## config.mk

```make
export PLATFORM = sky130hd
export DESIGN_NAME = multicycle_controller
export DESIGN_NICKNAME = d
export VERILOG_FILES = /design/src/rtl/multicycle_controller.sv
export SDC_FILE = /design/constraint.sdc
export NUM_CORES = 1
export LEC_CHECK = 0
export BUFFER_PORTS_ARGS = -buffer_cell sky130_fd_sc_hd__buf_2
export CAP_MARGIN = 40
export CORE_MARGIN = 2
export CORE_UTILIZATION = 40
export DETAILED_ROUTE_END_ITERATION = 8
export PLACE_DENSITY_LB_ADDON = 0.08
export SYNTH_ARGS = -nofsm -noshare
export SYNTH_HDL_FRONTEND = slang
export SYNTH_SLANG_ARGS = --single-unit
```

## constraint.sdc

```tcl
create_clock -name clock -period 2.4 [get_ports clock]
set_input_delay 0.24 -clock clock [delete_from_list [all_inputs] [get_ports clock]]
set_output_delay 0.24 -clock clock [all_outputs]
set_load 0.05 [all_outputs]
```

## src/rtl/multicycle_controller.sv

```systemverilog
// rtl/multicycle_controller.sv - multicycle FETCH/DECODE/EXEC/MEM/WB control FSM
// Define MULDIV_EN to add the MDWAIT state and the mul/div start/ready handshake.
module multicycle_controller #(
  parameter int OP_W     = 5,
  parameter int ALUOP_W  = 5,
  parameter int WAIT_W   = 6,
  parameter int MAX_WAIT = 40
) (
  input  logic               clock,
  input  logic               reset,
  input  logic               run,
  input  logic [OP_W-1:0]    opCode,
  input  logic [ALUOP_W-1:0] aluOp,
  input  logic               isNotEqual,
  input  logic               isLessThan,
  input  logic               muldiv_ready,
  input  logic               muldiv_exc,
  output logic               PCwe,
  output logic               IRwe,
  output logic               Rwe,
  output logic               DMwe,
  output logic               Rwd,
  output logic               ReadRd,
  output logic               ALUinB,
  output logic [1:0]         PCsrc,
  output logic               link,
  output logic               muldiv_start,
  output logic               exc,
  output logic               illegal,
  output logic               timeout,
  output logic [2:0]         state
);

  localparam logic [OP_W-1:0] OP_R    = OP_W'(0);
  localparam logic [OP_W-1:0] OP_J    = OP_W'(1);
  localparam logic [OP_W-1:0] OP_BNE  = OP_W'(2);
  localparam logic [OP_W-1:0] OP_JAL  = OP_W'(3);
  localparam logic [OP_W-1:0] OP_JR   = OP_W'(4);
  localparam logic [OP_W-1:0] OP_ADDI = OP_W'(5);
  localparam logic [OP_W-1:0] OP_BLT  = OP_W'(6);
  localparam logic [OP_W-1:0] OP_SW   = OP_W'(7);
  localparam logic [OP_W-1:0] OP_LW   = OP_W'(8);
  localparam logic [ALUOP_W-1:0] ALU_MUL = ALUOP_W'(6);
  localparam logic [ALUOP_W-1:0] ALU_DIV = ALUOP_W'(7);

`ifdef MULDIV_EN
  typedef enum logic [2:0] {
    FETCH = 3'd0, DECODE = 3'd1, EXEC = 3'd2, MEM = 3'd3, WB = 3'd4, MDWAIT = 3'd5
  } state_t;
`else
  typedef enum logic [2:0] {
    FETCH = 3'd0, DECODE = 3'd1, EXEC = 3'd2, MEM = 3'd3, WB = 3'd4
  } state_t;
`endif

  // Jumps and illegal opcodes finish in DECODE, so they share C_NONE.
  typedef enum logic [2:0] {
    C_NONE, C_R, C_ADDI, C_LW, C_SW, C_BNE, C_BLT
  } cls_t;

  state_t st;
  cls_t   cls;
  cls_t   dec_cls;
  logic   md_op;

  function automatic cls_t classify(input logic [OP_W-1:0] op);
    cls_t c;
    case (op)
      OP_R:    c = C_R;
      OP_ADDI: c = C_ADDI;
      OP_LW:   c = C_LW;
      OP_SW:   c = C_SW;
      OP_BNE:  c = C_BNE;
      OP_BLT:  c = C_BLT;
      default: c = C_NONE;
    endcase
    return c;
  endfunction

  assign dec_cls = classify(opCode);
  assign md_op   = (aluOp == ALU_MUL) || (aluOp == ALU_DIV);

`ifdef MULDIV_EN
  logic [WAIT_W-1:0] cnt;
  logic              exc_q;
  logic              limit;
  assign limit = (cnt == WAIT_W'(MAX_WAIT));
`else
  logic [WAIT_W-1:0] unused_lim;
  logic              unused_md;
  assign unused_lim = WAIT_W'(MAX_WAIT);
  assign unused_md  = ^{muldiv_ready, muldiv_exc, unused_lim};
`endif

  always_ff @(posedge clock or posedge reset) begin
    if (reset) begin
      st  <= FETCH;
      cls <= C_NONE;
`ifdef MULDIV_EN
      cnt   <= '0;
      exc_q <= 1'b0;
`endif
    end else begin
      case (st)
        FETCH: begin
`ifdef MULDIV_EN
          exc_q <= 1'b0;
`endif
          if (run) st <= DECODE;
        end
        DECODE: begin
          cls <= dec_cls;
          if (dec_cls == C_NONE) st <= FETCH;
          else                   st <= EXEC;
        end
        EXEC: begin
          case (cls)
            C_LW, C_SW: st <= MEM;
            C_ADDI:     st <= WB;
            C_R: begin
              if (!md_op) begin
                st <= WB;
              end else begin
`ifdef MULDIV_EN
                cnt <= '0;
                st  <= MDWAIT;
`else
                st  <= FETCH;
`endif
              end
            end
            default:    st <= FETCH;
          endcase
        end
        MEM: begin
          if (cls == C_LW) st <= WB;
          else             st <= FETCH;
        end
        WB: st <= FETCH;
`ifdef MULDIV_EN
        // A ready that coincides with the limit still completes the op.
        MDWAIT: begin
          if (muldiv_ready) begin
            exc_q <= muldiv_exc;
            st    <= WB;
          end else if (limit) begin
            st <= FETCH;
          end else begin
            cnt <= cnt + 1'b1;
          end
        end
`endif
        default: st <= FETCH;
      endcase
    end
  end

  always_comb begin
    PCwe         = 1'b0;
    IRwe         = 1'b0;
    Rwe          = 1'b0;
    DMwe         = 1'b0;
    Rwd          = 1'b0;
    ReadRd       = 1'b0;
    ALUinB       = 1'b0;
    PCsrc        = 2'd0;
    link         = 1'b0;
    muldiv_start = 1'b0;
    exc          = 1'b0;
    illegal      = 1'b0;
    timeout      = 1'b0;
    state        = 3'd0;
    if (!reset) begin
      state = st;
      case (st)
        FETCH: begin
          IRwe = run;
          PCwe = run;
        end
        DECODE: begin
          case (opCode)
            OP_J:   begin PCwe = 1'b1; PCsrc = 2'd2; end
            OP_JAL: begin PCwe = 1'b1; PCsrc = 2'd2; Rwe = 1'b1; link = 1'b1; end
            OP_JR:  begin PCwe = 1'b1; PCsrc = 2'd3; ReadRd = 1'b1; end
            default: illegal = (dec_cls == C_NONE);
          endcase
        end
        EXEC: begin
          ALUinB = (cls == C_ADDI) || (cls == C_LW) || (cls == C_SW);
          ReadRd = (cls == C_SW) || (cls == C_BNE) || (cls == C_BLT);
          if (cls == C_BNE) begin
            PCwe  = isNotEqual;
            PCsrc = 2'd1;
          end
          if (cls == C_BLT) begin
            PCwe  = ~isLessThan & isNotEqual;
            PCsrc = 2'd1;
          end
          if (cls == C_R && md_op) begin
`ifdef MULDIV_EN
            muldiv_start = 1'b1;
`else
            illegal = 1'b1;
`endif
          end
        end
        MEM: DMwe = (cls == C_SW);
        WB: begin
          Rwe = 1'b1;
          Rwd = (cls == C_LW);
`ifdef MULDIV_EN
          exc = exc_q;
`endif
        end
`ifdef MULDIV_EN
        MDWAIT: timeout = ~muldiv_ready & limit;
`endif
        default: ;
      endcase
    end
  end

endmodule

```

**After elaboration in Yosys (flattened, before gate mapping)**

Index checks and enable logic that the tools add are counted.

- Equality and inequality tests: 21
- Reductions and logical operators: 12
- Bitwise gates (word level): 2
- Mux-type cells: 38

Operators with widths:

| cell | count |
|---|---|
| $eq A5 B3 Y1 const B | 6 |
| $mux W1 | 22 |
| $pmux W3 S6 | 1 |
| $eq A3 B2 Y1 const B | 4 |
| $eq A3 B3 Y1 const B | 4 |
| $mux W3 | 4 |
| $pmux W3 S4 | 1 |
| $eq A5 B2 Y1 const B | 2 |
| $pmux W3 S3 | 1 |
| $pmux W2 S2 | 2 |
| $eq A3 B1 Y1 const B | 2 |
| $logic_not A3 Y1 | 2 |
| $mux W2 | 3 |
| $pmux W1 S2 | 3 |
| $eq A5 B1 Y1 const B | 1 |
| $eq A5 B4 Y1 const B | 1 |
| $logic_not A5 Y1 | 1 |
| $logic_or A1 B1 Y1 | 5 |
| $reduce_or A2 Y1 | 2 |
| $pmux W1 S3 | 1 |
| $reduce_or A3 Y1 | 1 |
| $ne A2 B2 Y1 const B | 1 |
| $and A1 B1 Y1 | 1 |
| $logic_and A1 B1 Y1 | 1 |
| $not A1 Y1 | 1 |

- Register bits: 6
- Input bits: 17

**Depth between registers and ports, before layout**

Gate-level depths: netlist of the first run.

- Depth in word-level cells: 6
- Gate-level depth with buffers: 4
- Mapped depth without buffers: 3

**Worst setup path after synthesis of the first run**

No wires, ideal clock.

- Kind: register to output
- From: reg st[0]
- To: out DMwe
- Stages on the path, launching flop included: 4
- Data arrival time: 2827 ps
- Setup slack: -667 ps
- Required time: 2160 ps
- Path buffers: 1
- Cells stage by stage: dfrtp_1 buf_6 nor2b_1 nor4bb_1

- Longest elaborated chain between the ends: 3

Ends and longest elaborated chain:

| element | line | RTL |
|---|---|---|
| from (decl) | 61 | `state_t st;` |
| from (signal assigned) | 97 | `st <= FETCH;` |
| from (signal assigned) | 109 | `if (run) st <= DECODE;` |
| from (signal assigned) | 113 | `if (dec_cls == C_NONE) st <= FETCH;` |
| $eq A3 B2 Y1 | 175 | `case (st)` |
| $mux W1 | 175 |  |
| $mux W1 | 173 | `if (!reset) begin` |
| to (decl) | 21 | `output logic DMwe,` |

No other way between the ends.

**Final worst setup path of the first run**

- From: reg st[0]
- To: out Rwe

- Longest elaborated chain between the ends: 3
- Elaborated cells between the ends (all ways): 4
- Classes of those cells: eq/ne: 2; mux: 2

Ends and longest elaborated chain:

| element | line | RTL |
|---|---|---|
| $eq A3 B3 Y1 / $eq A3 B1 Y1 (equally long branches) | 175 |  |
| $pmux W1 S2 (*) | 175 |  |
| $mux W1 (*) | 173 |  |
| to (decl) | 20 | `output logic Rwe,` |

Every way passes the cells marked *; elsewhere a longest branch is shown, timed or not.

==> run_results.csv, run 1 <==
group,metric,value,unit
power,p_total,367,uW
sta,slew_violations,0,
power,power.density,453,nW/um2
clock_network,htree_levels,1,
setup_path,r2r-end,"st[2]$_DFFE_PP0P_",
power,power_frac_clock,0.248,
setup_path,critical_path_arrival,1.82,ns
yosys,ys_top_cells_by_area,"dfrtp_1, nor2b_1, buf_4",
finish,nets,125,
yosys,synth-simple-area-share,0.395,
yosys,async_flop_share,1.00,
hold_path,hold_path_class,"primary input to async pin",
yosys,synth_warnings,0,
yosys,yosys-top-cells-count,"dfrtp_1, nor2b_1, nor2_1",
sta,period_minus_slack,2.06,ns
sta,hold_ws,0.0267,ns
grt,grt_pass1_wl,2820,um
clock_network,cts_buffer_depth,2,
sta,rsz0062_at_grt,"no",
yosys,synth_xor_area_frac,0.0136,
yosys,synthAdderAreaFrac,0,
sta,clock_skew,0.00373,ns
clock_network,cts.repair.resized,0,
grt,antenna_found_initial,0,
clock_network,clk_pin_slew,0.05,ns
detailed_routing,via_count,672,
setup_path,start_kind,"flop",
clock_network,cts_tree,"done",
yosys,ys_seq_elements,6,
die,ios,34,
detailed_routing,avgRoutedWirePerCell,13.0,um
yosys,synth.distinct_cells,36,
run_status,status,"complete, no violations",
power,seqPwrFrac,0.364,
clock_network,hold_buffers,0,
grt,track_usage,0.193,
yosys,yosysTopAreaCellShare,0.233,
sta,finalSetupViolations,0,
setup_path,cp.required,2.16,ns
grt,grt_max_degree,14,
finish,fillers,164,
clock_network,clock_latency,0.24,ns
yosys,synth_edf_count,0,
detailed_routing,route.final.wire_length,1580,um
power,p_leak,0.362,nW
detailed_routing,first_iter_violations,7,
detailed_routing,ant_nets,0,
setup_path,cp-startpoint,"st[0]$_DFFE_PP0P_",
die,core_area,1510,um2
setup_path,criticalPathCategory,"flop to output pin",
die,initial_utilization,0.427,
clock_network,cts_buffers,3,
placement,place_congestion,0.762,
clock_network,cts_sinks,6,
die,die_h,44.1,um
yosys,synth-seq-area-share,0.233,
die,num_rows,14,
grt,overflow,0,
detailed_routing,route.detailed.drc,0,
power,switching_power,145,uW
setup_path,r2r-start,"st[1]$_DFFE_PP0P_",
yosys,synthesis.area,643,um2
placement,post-dp-hpwl,1290,um
yosys,synth_compound_area_frac,0.232,
power,irDropWorstVdd,0.000365,V
sta,max_freq,0.486,GHz
setup_path,cp_max_fo,8,
yosys,syn_inst,80,
yosys,syn_area_per_cell,8.04,um2
detailed_routing,first_pass_iters,4,
yosys,synth_top_family_by_area,"simple AND/OR/NAND/NOR gates",
sta,finalHoldViolCount,0,
power,p_sw_frac,0.396,
finish,area_growth,25.9,%
setup_path,reg2reg_slack,0.76,ns
placement,io_buffers,27,
finish,diodes,0,
yosys,yosysTopAreaCell,"dfrtp_1",
finish,drive_above_1_share,0.387,
die,die_area,1940,um2
flow_run,maxCapViolations,0,
yosys,synth_ff_type,"dfrtp_1",
setup_path,r2r_cells,3,
detailed_routing,avgViaCountPerCell,5.51,
die,die_width,44.1,um
yosys,muxShareOfSynthArea,0.0156,
power,p_int,221,uW
sta,fin_crit_sh,0.858,
setup_path,end_kind,"output pin",
power,p_comb_frac,0.388,
clock_network,cts_setup_buffers,0,
grt,grt_pass1_vias,613,
clock_network,clockRootBuffer,"clkbuf_4",
[layout by cell type (no fill, tap or decap), drive strengths merged]
| cell | instances |
|---|---|
| buf | 28 |
| nor2b | 6 |
| dfrtp | 6 |
| nor2 | 5 |
| a21oi | 4 |
| nand2 | 4 |
| inv | 4 |
| nor3b | 4 |
| or3b | 4 |
| nand3b | 3 |
| o21ai | 3 |
| conb | 3 |
| clkbuf | 3 |
| nor3 | 3 |
| o32ai | 2 |
| a31oi | 2 |
| nand2b | 2 |
| o21a | 2 |
| nand3 | 2 |
| o211ai | 2 |
| nor4bb | 2 |
| a211oi | 2 |
| a21o | 1 |
| or4bb | 1 |
| mux2i | 1 |
| and4bb | 1 |
| o31a | 1 |
| o31ai | 1 |
| a211o | 1 |
| o22ai | 1 |
| xnor2 | 1 |
| nand4 | 1 |
[worst max-delay path by stage]
stage | end | slack [ns] | cells after the start
final | Rwe | 0.34 | 4
after global routing | Rwe | 0.16 | 4
after CTS | Rwe | 0.32 | 4
after detailed placement | DMwe | 0.60 | 3
after global placement | Rwe | 0.58 | 4
after floorplan | DMwe | -0.17 | 3
[per-stage QoR]
stage | setup slack [ns] | util | instance area (um2) | instances | setup TNS (ns)
2_1_floorplan | -0.172 | - | 677 | 82 | -0.172
3_3_place_gp | 0.583 | 0.522 | 787 | 119 | 0
3_5_place_dp | 0.599 | 0.522 | 787 | 119 | 0
4_1_cts | 0.319 | 0.537 | 810 | 122 | 0
5_1_grt | 0.162 | 0.537 | 810 | 122 | 0
6_report | 0.341 | 0.537 | 810 | 122 | 0
[kinds of logic after synthesis]
| logic type | count (synthesis) |
|---|---|
| AND/OR/NAND/NOR | 38 |
| multiplexers | 1 |
| AO/OA/AOI/OAI | 22 |
| buffers and inverters | 11 |
| flip-flops | 6 |
| XOR/XNOR | 1 |
| other | 1 |
[power by group through the flow]
stage | logic, mW | registers [mW] | clock network [mW]
after floorplan | 0.123 | 0.123 | 0
after global placement | 0.140 | 0.135 | 0
after detailed placement | 0.142 | 0.135 | 0
after CTS | 0.143 | 0.134 | 0.0953
after global routing | 0.156 | 0.137 | 0.109
final | 0.142 | 0.134 | 0.0909
[critical path, cell delays in order (launching register included)]
cell	delay, ns
dfrtp_1	0.47
nor3b_2	0.36
nand3_1	0.22
o31ai_2	0.24
buf_2	0.29
[state kept, by name, indices dropped and copies added (netlist names)]
| name | cells |
|---|---|
| st | 3 |
| cls | 3 |
[area by class of cell]
cell class	instances	area, um2	share of cell area
clock buffers	3	22.5	0.0278
inverters	4	15.0	0.0185
multi-input cells	65	459	0.567
flip-flops and latches	6	150	0.185
well taps	16	20.0	0.0247
repair buffers	28	143	0.176
[routing by layer]
layer	track usage	part of all wire	up-vias
li1	-	-	345
met4	0.0364	0	0
met1	0.270	0.48	306
met5	0	0	-
met3	0.0653	0.054	0
met2	0.291	0.47	21
Power figures use the tool's default switching activity.
==> run 2: changes to the inputs <==
--- a/config.mk
+++ b/config.mk
@@ -8,7 +8,7 @@
 export BUFFER_PORTS_ARGS = -buffer_cell sky130_fd_sc_hd__buf_2
 export CAP_MARGIN = 40
 export CORE_MARGIN = 2
-export CORE_UTILIZATION = 40
+export CORE_UTILIZATION = 39
 export DETAILED_ROUTE_END_ITERATION = 8
 export PLACE_DENSITY_LB_ADDON = 0.08
 export SYNTH_ARGS = -nofsm -noshare
==> constraint.sdc (replaced) <==
create_clock -name clock -period 1.8 [get_ports clock]
set_input_delay 0.18 -clock clock [delete_from_list [all_inputs] [get_ports clock]]
set_output_delay 0.18 -clock clock [all_outputs]
set_load 0.05 [all_outputs]
==> run_results.csv, run 2 (synthesis gave the netlist of run 1 again) <==
group,metric,value,unit
hold_path,hold_path_class,"primary input to async pin",
finish,instances_no_fill,133,
die,core_area,1520,um2
die,die_area,1990,um2
die,ios,34,
clock_network,clock_latency,0.25,ns
detailed_routing,first_iter_violations,11,
sta,finalSetupViolations,1,
placement,io_buffers,27,
sta,timing.final.ws_setup,-0.0243,ns
setup_path,cp.required,1.62,ns
sta,slew_violations,0,
placement,post-dp-hpwl,1380,um
die,die_width,44.6,um
flow_run,maxCapViolations,0,
finish,nets,136,
finish,final_cell_mix,"buf_2, buf_4, clkbuf_4, dfrtp_1",
finish,largestRegisters,"cls: 3 flops, st: 3 flops",
clock_network,clockRootBuffer,"clkbuf_4",
clock_network,cts_tree,"done",
die,die_h,44.6,um
clock_network,hold_buffers,0,
finish,area_growth,57.2,%
detailed_routing,route.detailed.drc,0,
clock_network,cts_buffer_depth,2,
sta,max_freq,0.548,GHz
finish,layout_commonest_cell,"buf_2",
die,initial_utilization,0.422,
placement,placed_cells,125,
detailed_routing,first_pass_iters,4,
detailed_routing,route.final.wire_length,1910,um
setup_path,start_kind,"flop",
run_status,status,"complete, but fails checks",
power,p_leak,0.441,nW
sta,finalHoldViolCount,0,
detailed_routing,avgViaCountPerCell,5.53,
sta,fin_crit_sh,1.01,
detailed_routing,ant_nets,0,
setup_path,slowest_delay,0.44,ns
detailed_routing,avgRoutedWirePerCell,14.3,um
grt,antenna_found_initial,0,
setup_path,cp_max_fo,5,
sta,period_minus_slack,1.82,ns
placement,place_ws,0.106,ns
finish,fillers,141,
power,irDropWorstVdd,0.000313,V
sta,rsz0062_at_grt,"yes",
die,num_rows,14,
power,power.density,560,nW/um2
grt,grt_max_degree,14,
finish,multi_input_area,537,um2
grt,track_usage,0.213,
grt,overflow,0,
finish,area.sequential,151,um2
grt,grt_pass1_vias,683,
grt,grt_pass1_wl,2980,um
setup_path,end_kind,"output pin",
detailed_routing,via_count,736,
setup_path,criticalPathCategory,"flop to output pin",
clock_network,htree_levels,1,
clock_network,cts_buffers,3,
placement,place_congestion,0.821,
finish,diodes,0,
finish,drive_above_1_share,0.513,
power,p_total,566,uW
clock_network,clk_pin_slew,0.05,ns
sta,clock_skew,0.0109,ns
clock_network,cts_sinks,6,
setup_path,crit_chain,"or3b_4 -> nand3b_1 -> a21oi_2 -> buf_6",
setup_path,critical_path_arrival,1.64,ns
run_status,violations,"setup timing",
setup_path,cp_slowest_cell,"dfrtp_2",
==> run 2: cell types whose count changed in the layout (fill, tap and decap cells not counted), sizes merged <==
| cell | delta |
|---|---|
| buf | +9 |
| clkbuf | +2 |
==> run 2: stage by stage <==
stage | hold slack [ns] | util | TNS, ns | area [um2]
floorplan | 0.289 | - | -0.314 | 743
global placement | 0.283 | 0.589 | 0 | 898
detailed placement | 0.294 | 0.589 | 0 | 898
CTS | 0.0244 | 0.642 | -0.0419 | 978
global route | 0.0468 | 0.663 | -0.283 | 1010
finish | 0.0186 | 0.663 | -0.0243 | 1010
==> run 2: what timing repair did <==
item	4_1_cts	5_1_grt
hold endpoints to repair	0	0
endpoints found under the setup margin	6	11
pin swaps	3	6
gates resized for setup	12	9
setup buffers	3	2
==> run 2: critical path: cells and delay by family, from the launching register on <==
family | cells | cell delay (ns)
compound gates | 1 | 0.17
flops | 1 | 0.44
simple gates | 2 | 0.61
buf+inv | 1 | 0.17
==> run 2: layout make-up <==
| type | instances | area share |
|---|---|---|
| Timing Repair Buffer | 39 | 0.262 |
| Clock buffer | 3 | 0.0223 |
| Inverter | 4 | 0.0149 |
| Sequential cell | 6 | 0.150 |
| Multi-Input combinational cell | 65 | 0.531 |
| Tap cell | 16 | 0.0198 |
==> run 2: power by group <==
group / internal [mW] / total [mW] / switching [mW]
combinational: 0.111 / 0.276 / 0.165
sequential: 0.150 / 0.160 / 0.00999
clock: 0.0758 / 0.130 / 0.0544
==> run 2: final timing paths <==
kind | end | from | cells after the start | slack (ns)
setup / recovery | illegal | st[2]$_DFFE_PP0P_ | 4 | -0.02
hold / removal | st[1]$_DFFE_PP0P_ | reset | 2 | 0.02
setup reg to reg | st[2]$_DFFE_PP0P_ | st[2]$_DFFE_PP0P_ | 3 | 0.20
hold reg to reg | st[2]$_DFFE_PP0P_ | st[2]$_DFFE_PP0P_ | 2 | 0.63
max in group asynchronous | st[2]$_DFFE_PP0P_ | reset | 2 | 1.58
min in group clock | cls[0]$_DFFE_PP0P_ | opCode[0] | 2 | 0.24
==> run 2: metal layers <==
metal  global-route usage  wire length (um)  vias to the layer above
li1                     -                 -                      366
met1                0.254               786                      337
met2                0.328               961                       28
met3               0.0408               108                        5
met4                0.176                49                        0
met5                    0                 0                        -
